## src/rtl/ring_rotate_ctrl.sv

```systemverilog
// ring_rotate_ctrl: command-driven loader/sequencer around a DEPTH-entry
// register ring. A command optionally loads the ring from an input stream,
// rotates it a given number of single steps, then drains it in index order.
//
// Handshakes: a word moves on in_* when in_valid && in_ready at a rising
// edge, and on out_* when out_valid && out_ready at a rising edge. in_ready
// is high only in LOAD and out_valid only in DRAIN. out_data depends only on
// registered state, so it stays stable while the consumer stalls.
module ring_rotate_ctrl #(
  parameter int W     = 2,
  parameter int DEPTH = 3,
  parameter int CW    = 4
) (
  input  logic          clk,
  input  logic          rst,
  input  logic          cmd_start,
  input  logic          cmd_load,
  input  logic          cmd_dir,
  input  logic [CW-1:0] cmd_rot,
  input  logic          in_valid,
  input  logic [W-1:0]  in_data,
  output logic          in_ready,
  output logic          out_valid,
  output logic [W-1:0]  out_data,
  input  logic          out_ready,
  output logic          busy,
  output logic          done
);

  localparam int IW = (DEPTH > 1) ? $clog2(DEPTH) : 1;
  localparam logic [IW-1:0] LAST_IDX = IW'(DEPTH - 1);

  typedef enum logic [1:0] {
    IDLE   = 2'd0,
    LOAD   = 2'd1,
    ROTATE = 2'd2,
    DRAIN  = 2'd3
  } state_t;

  state_t        state, state_d;
  logic [W-1:0]  ring [DEPTH];
  logic [IW-1:0] idx, idx_d;
  logic [CW-1:0] cnt, cnt_d;
  logic [CW-1:0] rot_q;
  logic          dir_q;
  logic          done_q, done_d;
  logic          load_we;
  logic          rot_step;
  logic          cmd_take;

  // Next-state, index/counter updates and handshake outputs.
  always_comb begin
    state_d   = state;
    idx_d     = idx;
    cnt_d     = cnt;
    done_d    = 1'b0;
    load_we   = 1'b0;
    rot_step  = 1'b0;
    cmd_take  = 1'b0;
    in_ready  = 1'b0;
    out_valid = 1'b0;
    out_data  = '0;
    unique case (state)
      IDLE: begin
        if (cmd_start) begin
          cmd_take = 1'b1;
          idx_d    = '0;
          cnt_d    = '0;
          if (cmd_load)            state_d = LOAD;
          else if (cmd_rot != '0)  state_d = ROTATE;
          else                     state_d = DRAIN;
        end
      end
      LOAD: begin
        in_ready = 1'b1;
        if (in_valid) begin
          load_we = 1'b1;
          if (idx == LAST_IDX) begin
            idx_d   = '0;
            state_d = (rot_q != '0) ? ROTATE : DRAIN;
          end else begin
            idx_d = idx + IW'(1);
          end
        end
      end
      ROTATE: begin
        // One ring step every cycle; the count is never folded modulo DEPTH.
        rot_step = 1'b1;
        if (cnt == rot_q - CW'(1)) begin
          cnt_d   = '0;
          idx_d   = '0;
          state_d = DRAIN;
        end else begin
          cnt_d = cnt + CW'(1);
        end
      end
      DRAIN: begin
        out_valid = 1'b1;
        out_data  = ring[idx];
        if (out_ready) begin
          if (idx == LAST_IDX) begin
            idx_d   = '0;
            done_d  = 1'b1;
            state_d = IDLE;
          end else begin
            idx_d = idx + IW'(1);
          end
        end
      end
      default: state_d = IDLE;
    endcase
  end

  // FSM state, ring index, rotation counter and done pulse.
  always_ff @(posedge clk or negedge rst) begin
    if (!rst) begin
      state  <= IDLE;
      idx    <= '0;
      cnt    <= '0;
      done_q <= 1'b0;
    end else begin
      state  <= state_d;
      idx    <= idx_d;
      cnt    <= cnt_d;
      done_q <= done_d;
    end
  end

  // Command fields are captured only when a start is taken in IDLE.
  always_ff @(posedge clk or negedge rst) begin
    if (!rst) begin
      rot_q <= '0;
      dir_q <= 1'b0;
    end else if (cmd_take) begin
      rot_q <= cmd_rot;
      dir_q <= cmd_dir;
    end
  end

  // Ring storage: load writes one entry, rotation shifts all entries at once.
  always_ff @(posedge clk or negedge rst) begin
    if (!rst) begin
      for (int i = 0; i < DEPTH; i++) ring[i] <= W'(i + 1);
    end else if (load_we) begin
      ring[idx] <= in_data;
    end else if (rot_step) begin
      for (int i = 0; i < DEPTH; i++) begin
        if (!dir_q) ring[i] <= ring[(i + DEPTH - 1) % DEPTH];
        else        ring[i] <= ring[(i + 1) % DEPTH];
      end
    end
  end

  assign busy = (state != IDLE);
  assign done = done_q;

endmodule
```

## config.mk

```make
export PLATFORM = sky130hd
export DESIGN_NAME = ring_rotate_ctrl
export DESIGN_NICKNAME = d
export VERILOG_FILES = /design/src/rtl/ring_rotate_ctrl.sv
export SDC_FILE = /design/constraint.sdc
export NUM_CORES = 1
export LEC_CHECK = 0
export CAP_MARGIN = 0
export CORE_UTILIZATION = 40
export DETAILED_ROUTE_END_ITERATION = 10
export SETUP_SLACK_MARGIN = 0.4
export SYNTH_ARGS = -nofsm -noshare
export SYNTH_HDL_FRONTEND = slang
export SYNTH_SLANG_ARGS = --single-unit
export TNS_END_PERCENT = 1
```

## constraint.sdc

```tcl
create_clock -name clk -period 4 [get_ports clk]
set_clock_uncertainty 0.05 [all_clocks]
set_input_delay 0.4 -clock clk [delete_from_list [all_inputs] [get_ports clk]]
set_output_delay 0.4 -clock clk [all_outputs]
set_load 0.005 [all_outputs]
```

==> out/metrics.yaml, run 1 <==
required_ns: 3.55
clkSlewWorstSetupHoldPaths_ns: 0.11
power_density_nw_per_um2: 768.1
portBuffers: 18
worst_ir_drop_vdd_v: 0.0003526
std_cell_rows: 19
root_buffer: "clkbuf_4"
worst_slack_ns: 1.539
synth_cells: 121
grt_pass1_vias: 1041
core_area_um2: 2853
power_leakage_nw: 0.6806
worstMarginPinSlew_ns: 0.9317
die_h_um: 57.79
dr_total_vias: 996
grt_overflow: 0
cts_sinks: 20
rsz0062_at_grt: "no"
worstPathMaxFanout: 10
drive_gt1_share_pct: 11.43
post-route-period-util_pct: 61.52
drt_iter0_markers: 33
cts.repair.resized: 0
track_usage_pct: 18.29
wl_per_cell_um: 15.02
grt_pass1_wl_um: 4595
wl_um: 2568
setup_violations: 0
grt_max_degree: 21
yosys.area.top_type: "dfrtp_1"
ctsHoldBuffers: 0
dieWidth_um: 57.79
die_area_um2: 3340
drc: 0
worst_skew_pair.late_latency_ns: 0.30
crit_type: "flop to output port"
synth-seq-cells: 20
first_pass_iters: 4
vias_per_cell: 5.825
synth.distinct_cells: 33
ys_seq_area_share_pct: 40.60
hold_viol: 0
critPathLaunchType: "flop"
min_period_ns: 2.461
max_freq_ghz: 0.4064
globalplace.congestion: 0.7680
post-dp-hpwl_um: 1956
cts_tree: "done"
pre_cts_ws_ns: 1.804
cts_buffers: 3
ioPinCount: 19
max_cap_violations: 0
syn_area_um2: 1245
tns_ns: 0
layout_commonest_cell: "clkdlybuf4s50_1"
start_util_pct: 43.64
max_slew_margin_pct: 37.69
postRouteAntennaNets: 0
arrival_ns: 2.01
diodes: 0
clk_path_buf_depth: 2
status: "finished, final reports clean"
ys.warnings.count: 0
post_cts_buffers: 0
drv_slew: 0
synth_area_leaders: "dfrtp_1 (32%), dfstp_2 (8.4%), mux2i_1 (7.2%), ha_1 (7.0%), mux2_2 (6.3%)"
end_kind: "output port"
syn-num-nets: 141
antenna_found_initial: 0
mostFrequentLayoutCells: "clkdlybuf4s50_1 (18), dfrtp_1 (16), mux2i_1 (9), nand2_1 (9)"
netlist.area_leader.share_pct: 32.16
hp-class: "flop to flop"
final_nets: 161
ctsHtreeMaxLevel: 1
area_delta_synth_final_pct: 18.79
postSynthAreaPerCell_um2: 10.29
cells in the mapped netlist:
cell type / number
ha_1: 7
nor2b_1: 1
a21oi_1: 3
o41ai_4: 1
dfstp_2: 4
mux2_1: 1
clkbuf_1: 3
inv_1: 7
nand2b_1: 3
a311oi_1: 1
nor4b_1: 1
or4_1: 1
o31ai_1: 1
and2_1: 2
o22ai_1: 4
nand3_1: 4
mux2i_1: 9
nor3_2: 1
a22o_1: 1
o32ai_1: 2
mux2_2: 7
nor3_1: 2
nor2_1: 7
xnor2_1: 6
o21bai_1: 1
a21boi_0: 1
o21ai_0: 5
nand2_1: 9
and3_1: 1
a221oi_1: 1
o211a_1: 1
a21o_1: 7
dfrtp_1: 16
cell families after synthesis:
family,after synthesis,synth area share [%]
AND/OR/NAND/NOR,32,12.87
AO/OA/AOI/OAI,29,17.79
flip-flops,20,40.60
adder cells (fa/ha/maj),7,7.035
buffers and inverters,10,3.015
multiplexers,17,14.47
XOR/XNOR,6,4.221
metrics by stage:
| step | hold slack [ns] | power (mW) | utilization [%] | instance area [um2] | instances |
|---|---|---|---|---|---|
| 2_1_floorplan | 0.05441 | 0.8711 | - | 1245 | 121 |
| 3_3_place_gp | 0.4702 | 1.024 | 50.92 | 1453 | 167 |
| 3_5_place_dp | 0.4704 | 1.039 | 50.92 | 1453 | 167 |
| 4_1_cts | 0.4940 | 1.147 | 51.84 | 1479 | 171 |
| 5_1_grt | 0.5038 | 1.239 | 51.84 | 1479 | 171 |
| 6_report | 0.4913 | 1.136 | 51.84 | 1479 | 171 |
critical path: stages (launching register included):
cell and delay, ns:
dfrtp_1 0.52, nor2b_1 0.38, nand2_1 0.09, o21ai_0 0.07, and2_1 0.15, clkdlybuf4s50_1 0.50
state kept, by name (all words and copies together), names as in the netlist:
register,cells
done,1
ring,6
state,2
rot_q,4
cnt,4
dir_q,1
idx,2
final cells by class:
cell class              instances  area (um2)
well taps                      31       38.79
repair buffers                 18       180.2
clock buffers                   4       26.28
fillers                       279        1374
flip-flops and latches         20       505.5
multi-input cells              91       701.9
inverters                       7       26.28
routing by layer:
metal	vias up	part of all wire, %	track usage (%)
li1	474	-	-
met5	-	0	0
met4	0	2.5	8.844
met1	492	45	23.93
met2	23	48	29.40
met3	7	4.6	3.348
path summary, 6_finish.rpt:
path / start / depth (start not counted) / endpoint / slack [ns]
min in group asynchronous: rst / 1 / dir_q / 0.55
max in group asynchronous: rst / 1 / ring[2] / 2.78
hold / removal: ring[0] / 1 / ring[0] / 0.49
hold reg to reg: ring[0] / 1 / ring[0] / 0.49
setup reg to reg: rot_q[0] / 6 / state[0] / 1.80
setup / recovery: idx[1] / 5 / out_data[1] / 1.54
power by group:
part | switching, mW | internal (mW) | total [mW]
clock | 0.0644 | 0.0389 | 0.103
combinational | 0.309 | 0.313 | 0.621
sequential | 0.115 | 0.296 | 0.411
total | 0.488 | 0.648 | 1.14
Power figures use the tool's default switching activity.
==> run 2: changes to the inputs <==
==> constraint.sdc (replaced) <==
create_clock -name clk -period 2.2 [get_ports clk]
set_clock_uncertainty 0.05 [all_clocks]
set_input_delay 0.22 -clock clk [delete_from_list [all_inputs] [get_ports clk]]
set_output_delay 0.22 -clock clk [all_outputs]
set_load 0.005 [all_outputs]
==> run 2 against run 1 <==
Against the previous run: the flow now finishes with violations (DRC); combinational power increased by 140%; non-clock buffer count increased by 10; global-route usage decreased by 0.63 points; sequential power increased by 73%; worst setup slack got worse by 1.3 ns; routed wire length increased by 2.8%; critical path type is now flop to flop.
==> out/metrics.yaml, run 2 (synthesized netlist as in run 1, its figures left out) <==
max_cap_violations: 0
max_slew_margin_pct: 78.64
min_period_ns: 1.964
violations: "DRC"
end_kind: "flop"
hold_viol: 0
first_pass_iters: 7
die_area_um2: 3340
mostFrequentLayoutCells: "dfrtp_1 (16), clkdlybuf4s50_1 (16), mux2i_1 (9), nand2_1 (9), buf_4 (9)"
wl_per_cell_um: 14.58
drive_gt1_share_pct: 24.67
post-dp-hpwl_um: 1948
core_area_um2: 2853
rsz0062_at_grt: "yes"
antenna_found_initial: 0
worst_slack_ns: 0.2356
required_ns: 2.35
power_density_nw_per_um2: 1513
drt_iter0_markers: 33
drv_slew: 0
ctsHoldBuffers: 0
path_delay_family: "compound AO/OA/AOI/OAI gates"
die_h_um: 57.79
cp.depth: 6
max_stage_delay_ns: 0.40
ioPinCount: 19
p_total_mw: 2.471
timing.rr.end: "state[0]"
dr_total_vias: 974
clk_path_buf_depth: 2
drc: 2
dieWidth_um: 57.79
grt_pass1_wl_um: 4409
design_area_um2: 1633
arrival_ns: 2.11
clkSlewWorstSetupHoldPaths_ns: 0.11
place_area_um2: 1504
worstMarginPinSlew_ns: 0.3171
dpl.cell_count: 173
setup_violations: 0
postRouteAntennaNets: 0
reg2reg_from: "rot_q[1]"
fin_cells: 181
globalplace.congestion: 0.7951
track_usage_pct: 17.66
worstPathMaxFanout: 3
root_buffer: "clkbuf_4"
start_util_pct: 43.64
critPathSlowestCell: "dfrtp_1"
grt_max_degree: 21
pre_cts_ws_ns: 0.1371
tns_ns: 0
critPathLaunchType: "flop"
area_delta_synth_final_pct: 31.16
path_cells: "inv_1 > ha_4 > xnor2_2 > o41ai_4 > o211a_1 > mux2_4"
cts_sinks: 20
diodes: 0
max_freq_ghz: 0.5090
portBuffers: 18
vias_per_cell: 5.381
regMostFlops: "ring"
crit_type: "flop to flop"
status: "finished, violations left"
grt_pass1_vias: 944
worst_skew_pair.late_latency_ns: 0.30
worst-r2r-setup-slack_ns: 0.24
largest_reg_flops: 6
hp-class: "input port to async pin"
cts_tree: "done"
top_regs: "ring (6), cnt (4), rot_q (4)"
grt_overflow: 0
cts_buffers: 3
ctsHtreeMaxLevel: 1
power_leakage_nw: 0.7657
r2r_cells: 6
final_nets: 171
path_buf_inv: 1
post-route-period-util_pct: 89.29
wl_um: 2639
std_cell_rows: 19
worst_ir_drop_vdd_v: 0.0009357
-- run 2: cell count changes in the layout (fill, tap and decap cells not counted), moves of 2 or more --
cell             delta
ha_1                -3
buf_4               +9
xnor2_2             +2
inv_1               -2
inv_2               +2
xnor2_1             -2
clkdlybuf4s50_1     -2
ha_2                +2
dlygate4sd2_1       +2
-- run 2: timing repair --
action | in CTS | in global routing
endpoints found under the setup margin | 11 | 13
setup buffers | 3 | 1
resized for setup | 5 | 8
pin swaps | 1 | 3
-- run 2: final cells by class --
| cell class | instances | area, um2 |
|---|---|---|
| tap | 31 | 38.79 |
| inverter | 7 | 26.28 |
| fill | 256 | 1220 |
| timing repair buffer | 28 | 256.5 |
| clock buffer | 3 | 22.52 |
| multi-input combinational | 91 | 753.2 |
| sequential | 20 | 505.5 |
| clock inverter | 1 | 30.03 |
-- run 2: metrics by stage --
stage	hold slack, ns	utilization, %
2_1_floorplan	-0.1256	-
6_report	0.1931	57.24
5_1_grt	0.2005	57.24
3_5_place_dp	0.4699	52.72
4_1_cts	0.1930	55.48
3_3_place_gp	0.4680	52.72
-- run 2: report_power, final --
part / internal [mW] / switching (mW)
sequential: 0.540 / 0.170
combinational: 0.770 / 0.691
clock: 0.184 / 0.115
total: 1.49 / 0.977
-- run 2: metal layers --
metal	part of all wire [%]	GRT usage [%]	vias to the layer above
met5	0	0	-
li1	-	-	496
met4	1.6	7.143	0
met3	3.4	2.009	6
met2	47	27.41	21
met1	48	25.32	451
-- run 2: worst reg2reg max path: stages (launching register included) --
cell and delay, ns:
dfrtp_1 0.40, inv_1 0.11, ha_4 0.22, xnor2_2 0.15
o41ai_4 0.38, o211a_1 0.25, mux2_4 0.30
-- run 2: worst max path at each step --
stage | endpoint | start
after floorplan | state[0] | rot_q[0]
final | state[0] | rot_q[1]
after CTS | state[0] | rot_q[1]
after global placement | state[0] | rot_q[0]
after detailed placement | state[0] | rot_q[0]
after global routing | state[0] | cnt[3]
